[config.mk]
export PLATFORM = sky130hd
export DESIGN_NAME = sram_word_sequencer
export DESIGN_NICKNAME = d
export VERILOG_FILES = /design/src/rtl/sram_pkg.sv /design/src/rtl/sram_word_sequencer.sv
export SDC_FILE = /design/constraint.sdc
export NUM_CORES = 1
export LEC_CHECK = 0
export BUFFER_PORTS_ARGS = -buffer_cell sky130_fd_sc_hd__buf_4
export CORE_MARGIN = 3
export CORE_UTILIZATION = 35
export DETAILED_ROUTE_END_ITERATION = 7
export MAX_ROUTING_LAYER = met4
export PLACE_DENSITY = 0.66
export SETUP_SLACK_MARGIN = 0.02
export SLEW_MARGIN = 15
export SYNTH_ARGS = -nofsm -noshare
export SYNTH_HDL_FRONTEND = slang
export SYNTH_SLANG_ARGS = --single-unit
[constraint.sdc]
create_clock -name clk -period 1.9 [get_ports clk]
set_clock_uncertainty 0.15 [all_clocks]
set_input_delay 0 -clock clk [delete_from_list [all_inputs] [get_ports clk]]
set_output_delay 0 -clock clk [all_outputs]
set_load 0.005 [all_outputs]
[src/rtl/sram_pkg.sv]
// sram_pkg: command codes, FSM state encoding and address width shared with the memory controller.
package sram_pkg;
  localparam logic [7:0] CMD_READ  = 8'h01;
  localparam logic [7:0] CMD_WRITE = 8'h02;
  localparam int HW_AW = 18;
  typedef enum logic [2:0] {
    ST_IDLE     = 3'd0,
    ST_RD       = 3'd1,
    ST_WR_SETUP = 3'd2,
    ST_WR_PULSE = 3'd3,
    ST_WR_HOLD  = 3'd4,
    ST_FINISH   = 3'd5
  } state_t;
endpackage

[src/rtl/sram_word_sequencer.sv]
// sram_word_sequencer: splits a 32-bit word command into two timed 16-bit accesses on an async SRAM.
module sram_word_sequencer
  import sram_pkg::*;
#(
  parameter int READ_CYCLES  = 2,
  parameter int WRITE_CYCLES = 2
) (
  input  logic              clk,
  input  logic              reset,
  input  logic              start,
  input  logic [7:0]        cmd,
  input  logic [31:0]       addr,
  input  logic [31:0]       wdata,
  input  logic [3:0]        wstrb,
  output logic              busy,
  output logic              done,
  output logic [31:0]       rdata,
  output logic [HW_AW-1:0]  sram_a,
  output logic [15:0]       sram_dq_out,
  output logic              sram_dq_oe,
  input  logic [15:0]       sram_dq_in,
  output logic              sram_cs_n,
  output logic              sram_oe_n,
  output logic              sram_we_n,
  output logic              sram_ub_n,
  output logic              sram_lb_n
);
  localparam int MAXC = READ_CYCLES > WRITE_CYCLES ? READ_CYCLES : WRITE_CYCLES;
  localparam int CW = $clog2(MAXC) + 1;
  state_t           r_state, w_state_n;
  logic             r_half, w_half_n;
  logic [CW-1:0]    r_cnt, w_cnt_n;
  logic [HW_AW-2:0] r_addr;
  logic [31:0]      r_wdata, r_rdata;
  logic [3:0]       r_wstrb;
  logic             w_last, w_rd, w_wr, w_unused;
  logic [1:0]       w_lanes;

  assign w_unused = ^{addr[31:19], addr[1:0]};
  assign w_last = (r_state == ST_RD       && r_cnt == CW'(READ_CYCLES - 1)) ||
                  (r_state == ST_WR_PULSE && r_cnt == CW'(WRITE_CYCLES - 1));
  assign w_cnt_n = (r_state inside {ST_RD, ST_WR_PULSE}) && !w_last ? r_cnt + 1'b1 : '0;

  always_ff @(posedge clk) begin
    if (reset) begin
      r_state <= ST_IDLE;
      r_half  <= 1'b0;
      r_cnt   <= '0;
      r_addr  <= '0;
      r_wdata <= '0;
      r_wstrb <= '0;
      r_rdata <= '0;
    end else begin
      r_state <= w_state_n;
      r_half  <= w_half_n;
      r_cnt   <= w_cnt_n;
      if (r_state == ST_IDLE && start) begin
        r_addr  <= addr[18:2];
        r_wdata <= wdata;
        r_wstrb <= wstrb;
      end
      if (r_state == ST_RD && w_last)
        r_rdata <= r_half ? {sram_dq_in, r_rdata[15:0]} : {r_rdata[31:16], sram_dq_in};
    end
  end

  always_comb begin
    w_state_n = r_state;
    w_half_n  = r_half;
    case (r_state)
      ST_IDLE: if (start) begin
        w_state_n = cmd == CMD_READ ? ST_RD :
                    (cmd == CMD_WRITE && |wstrb) ? ST_WR_SETUP : ST_FINISH;
        // a write with an empty low half starts directly on the high half
        w_half_n  = cmd == CMD_WRITE && !(|wstrb[1:0]);
      end
      ST_RD: if (w_last) begin
        w_state_n = r_half ? ST_FINISH : ST_RD;
        w_half_n  = 1'b1;
      end
      ST_WR_SETUP: w_state_n = ST_WR_PULSE;
      ST_WR_PULSE: if (w_last) w_state_n = ST_WR_HOLD;
      ST_WR_HOLD: begin
        w_state_n = (!r_half && |r_wstrb[3:2]) ? ST_WR_SETUP : ST_FINISH;
        w_half_n  = 1'b1;
      end
      default: w_state_n = ST_IDLE;
    endcase
  end

  always_comb begin
    w_rd        = r_state == ST_RD;
    w_wr        = r_state inside {ST_WR_SETUP, ST_WR_PULSE, ST_WR_HOLD};
    w_lanes     = r_half ? r_wstrb[3:2] : r_wstrb[1:0];
    busy        = r_state != ST_IDLE;
    done        = r_state == ST_FINISH;
    rdata       = r_rdata;
    sram_a      = (w_rd || w_wr) ? {r_addr, r_half} : '0;
    sram_cs_n   = !(w_rd || w_wr);
    sram_oe_n   = !w_rd;
    sram_we_n   = r_state != ST_WR_PULSE;
    sram_dq_oe  = w_wr;
    sram_dq_out = w_wr ? (r_half ? r_wdata[31:16] : r_wdata[15:0]) : '0;
    {sram_ub_n, sram_lb_n} = w_rd ? 2'b00 : w_wr ? ~w_lanes : 2'b11;
  end
endmodule

==> run summary <==
Post-synth top area share - 48.2%
Detailed Routing Iterations Pass 1 - 4
Crit Path Max Fanout - 10
Synth warn - 0
Clock transition at path regs - 0.09 ns
Cell Int Power - 4.11 mW
Max rail drop VDD - 0.000591 V
Least-Margin Pin Slew - 0.575 ns
Final ANT Viol Nets - 0
CORE AREA - 10,400 µm²
Crit path arrival time - 1.90 ns
Finished Layout Cells - 859
RSZ-0062 raised after global routing - yes
H-tree depth - 3
Clock root buffer - clkbuf_8
Die Y - 110 µm
Diodes inserted - 0
Vias per cell - 4.75
Post-Syn Area - 3780 µm²
Grt ovf - 0
Largest area contributor in the netlist - dfxtp_1
Share of layout cells above drive strength 1 - 29.7%
Synth Register Bits - 91
NumNets Final - 814
Initial antenna violation count - 0
TritonCTS clock tree - yes
Global-route wire length before repair - 18,100 µm
Dpl hpwl - 7670 µm
DRC Markers - 0
Crit path max-delay cell type - dlygate4sd3_1
Dpl cells - 764
Die width - 110 µm
Static leakage - 2.55 nW
Sequential-to-total area share from yosys stat - 48.2%
DRT iter0 DRCs - 139
Total clock sinks - 91
Pre-CTS setup slack - 0.156 ns
Worst Setup Start Kind - flop
Unique masters post-synth - 33
Clock Tree Buf Depth - 2
Placer Congestion - 0.785
IO Pins - 169
Crit path largest cell delay - 0.57 ns
Mapped Cells - 494
Final WL - 11,800 µm
Power share of the combinational group - 42.0%
Final period util - 96.4%
Slew Limit Fails - 0
Switching power of the nets - 2.31 mW
Post-layout power - 6.43 mW
Hold Path Class - in2reg
Largest net degree at the start of global routing - 54
Post-route cell area - 6210 µm²
Port Buffers - 153
Clk pwr share - 20.9%
Setup violators final - 0
Net Count, Synth - 590
Synth-to-layout area growth - 64.3%
Final hold slack - -0.0757 ns
Sw Share - 36.0%
Final Hold Fails - 2
Initial core utilization - 36.3%
Routed vias - 4,080
Rel. slew slack - 61.6%
Clock latency at the later pin of the worst-skew pair - 0.35 ns
Final min period - 1.83 ns
Hold Buf Count CTS - 74
Final WS setup - 0.0678 ns
Most common cell type on the critical path - nor3_1
Kind of critical path - reg2reg
Status - finished, violations left
Area after DPL - 5100 µm²
Vias in the first global route - 3,949
Max-cap violations - 0
Cells along the critical path - nor3_1, buf_4, nand2_2, a31oi_1, dlygate4sd3_1, nor3_1
Max Fclk - 546 MHz
Failing checks - negative hold slack
PD cells - 1030 nW/µm²
Worst setup EP type - flop
Rows - 37
Worst EP required - 1.97 ns
Largest cells by area after synthesis - dfxtp_1 (48%), nand2_1 (17%), a21oi_1 (12%)
DR WL/cell - 13.7 µm
CTS buffer count - 9
Die area - 12,100 µm²
Sequential Power Share - 37.1%
Syn_area_per_cell - 7.65 µm²
Total Routing Usage GR - 19.5%
## critical path, delay by kind of cell, from the launching register on
| family | cells | cell delay, ns |
|---|---|---|
| buffers and inverters | 2 | 0.72 |
| and+or+nand+nor | 3 | 0.31 |
| DFF | 1 | 0.39 |
| AOI/OAI and AO/OA | 1 | 0.14 |
## timing repair
action                                  in CTS  in global routing
gates resized for setup                      6                 27
endpoints found under the setup margin      35                 32
gates cloned                                 0                  0
buffers inserted                             3                  2
pin swaps                                    2                  1
endpoints found under the hold margin       89                  1
## layout by cell type, fill, tap and decap left out, types with 2 or more instances in the layout
cell type / Yosys / layout
nand2_1: 176 / 175
buf_4: 8 / 162
a21oi_1: 92 / 92
dfxtp_1: 91 / 87
dlygate4sd3_1: 0 / 74
nor2_1: 21 / 20
mux2i_1: 16 / 16
nor2b_1: 20 / 11
clkbuf_8: 0 / 9
buf_6: 1 / 8
nor2b_4: 0 / 7
inv_1: 7 / 6
buf_12: 0 / 5
and3_1: 3 / 3
nand3_1: 3 / 3
o21ai_0: 3 / 3
inv_6: 0 / 3
nor3b_4: 1 / 2
nor2b_2: 0 / 2
nor3_1: 2 / 2
mux2_2: 2 / 2
or4_1: 2 / 2
o211ai_1: 2 / 2
a31oi_1: 2 / 2
nor4_1: 3 / 2
clkinvlp_4: 0 / 2
dfxtp_2: 0 / 2
dfxtp_4: 0 / 2
## kinds of logic after synthesis
group	after synthesis	synth area share [%]
flops	91	48.2
simple gates	239	27.3
mux	18	4.83
buf+inv	43	5.43
fa+ha+maj	1	0.331
compound gates	102	14.0
## per-stage QoR
step / setup TNS [ns] / util (%)
floorplan: 0 / -
finish: 0 / 59.6
global route: -0.174 / 59.6
global placement: 0 / 49.0
CTS: 0 / 58.5
detailed placement: 0 / 49.0
## power by group through the flow
| stage | Combinational (mW) | Clock [mW] | Sequential (mW) |
|---|---|---|---|
| 2_1_floorplan | 1.42 | 0 | 2.32 |
| 3_3_place_gp | 2.21 | 0 | 2.39 |
| 3_5_place_dp | 2.25 | 0 | 2.40 |
| 4_1_cts | 2.52 | 1.38 | 2.36 |
| 5_1_grt | 2.96 | 1.45 | 2.42 |
| 6_report | 2.70 | 1.34 | 2.38 |
## per-layer routing
layer	share of wire (%)	global-route usage, %
met5	0	-
met4	1.0	5.34
met3	6.2	4.11
met2	51	35.0
met1	42	21.7
## cell type report
class | count | area, µm²
sequential | 91 | 1830
clock inverter | 6 | 71.3
timing repair buffer | 249 | 2150
fill | 917 | 4210
inverter | 7 | 26.3
clock buffer | 10 | 128
multi-input combinational | 360 | 1840
tap | 136 | 170
## final timing paths
path / from / to / slack (ns) / depth (start not counted)
min: cmd[5] / r_state[1] / -0.08 / 5
min reg2reg: r_cnt[0] / r_cnt[0] / 0.29 / 1
max: r_state[2] / r_half / 0.07 / 6
max reg2reg: r_state[2] / r_half / 0.07 / 6
## state kept, by name, summed over array words and instances (netlist names)
| name | flops |
|---|---|
| r_addr | 17 |
| r_cnt | 2 |
| r_half | 1 |
| r_state | 3 |
| r_wdata | 32 |
| r_wstrb | 4 |
| rdata | 32 |
## cells in the mapped netlist (all sizes together)
master,n
o211ai,2
inv,7
nor2b,20
o2bb2ai,1
nand3,3
nor4,3
buf,16
nand2,176
and2,1
nor3b,2
a21oi,93
a211oi,1
a31oi,2
nor2,22
nor3,2
mux2,2
nand3b,1
mux2i,16
or4,2
o21ai,3
and3,3
nand2b,1
dfxtp,91
nor4b,2
clkbuf,20
ha,1
and3b,1
No activity file was read; power rests on OpenSTA's default activity.
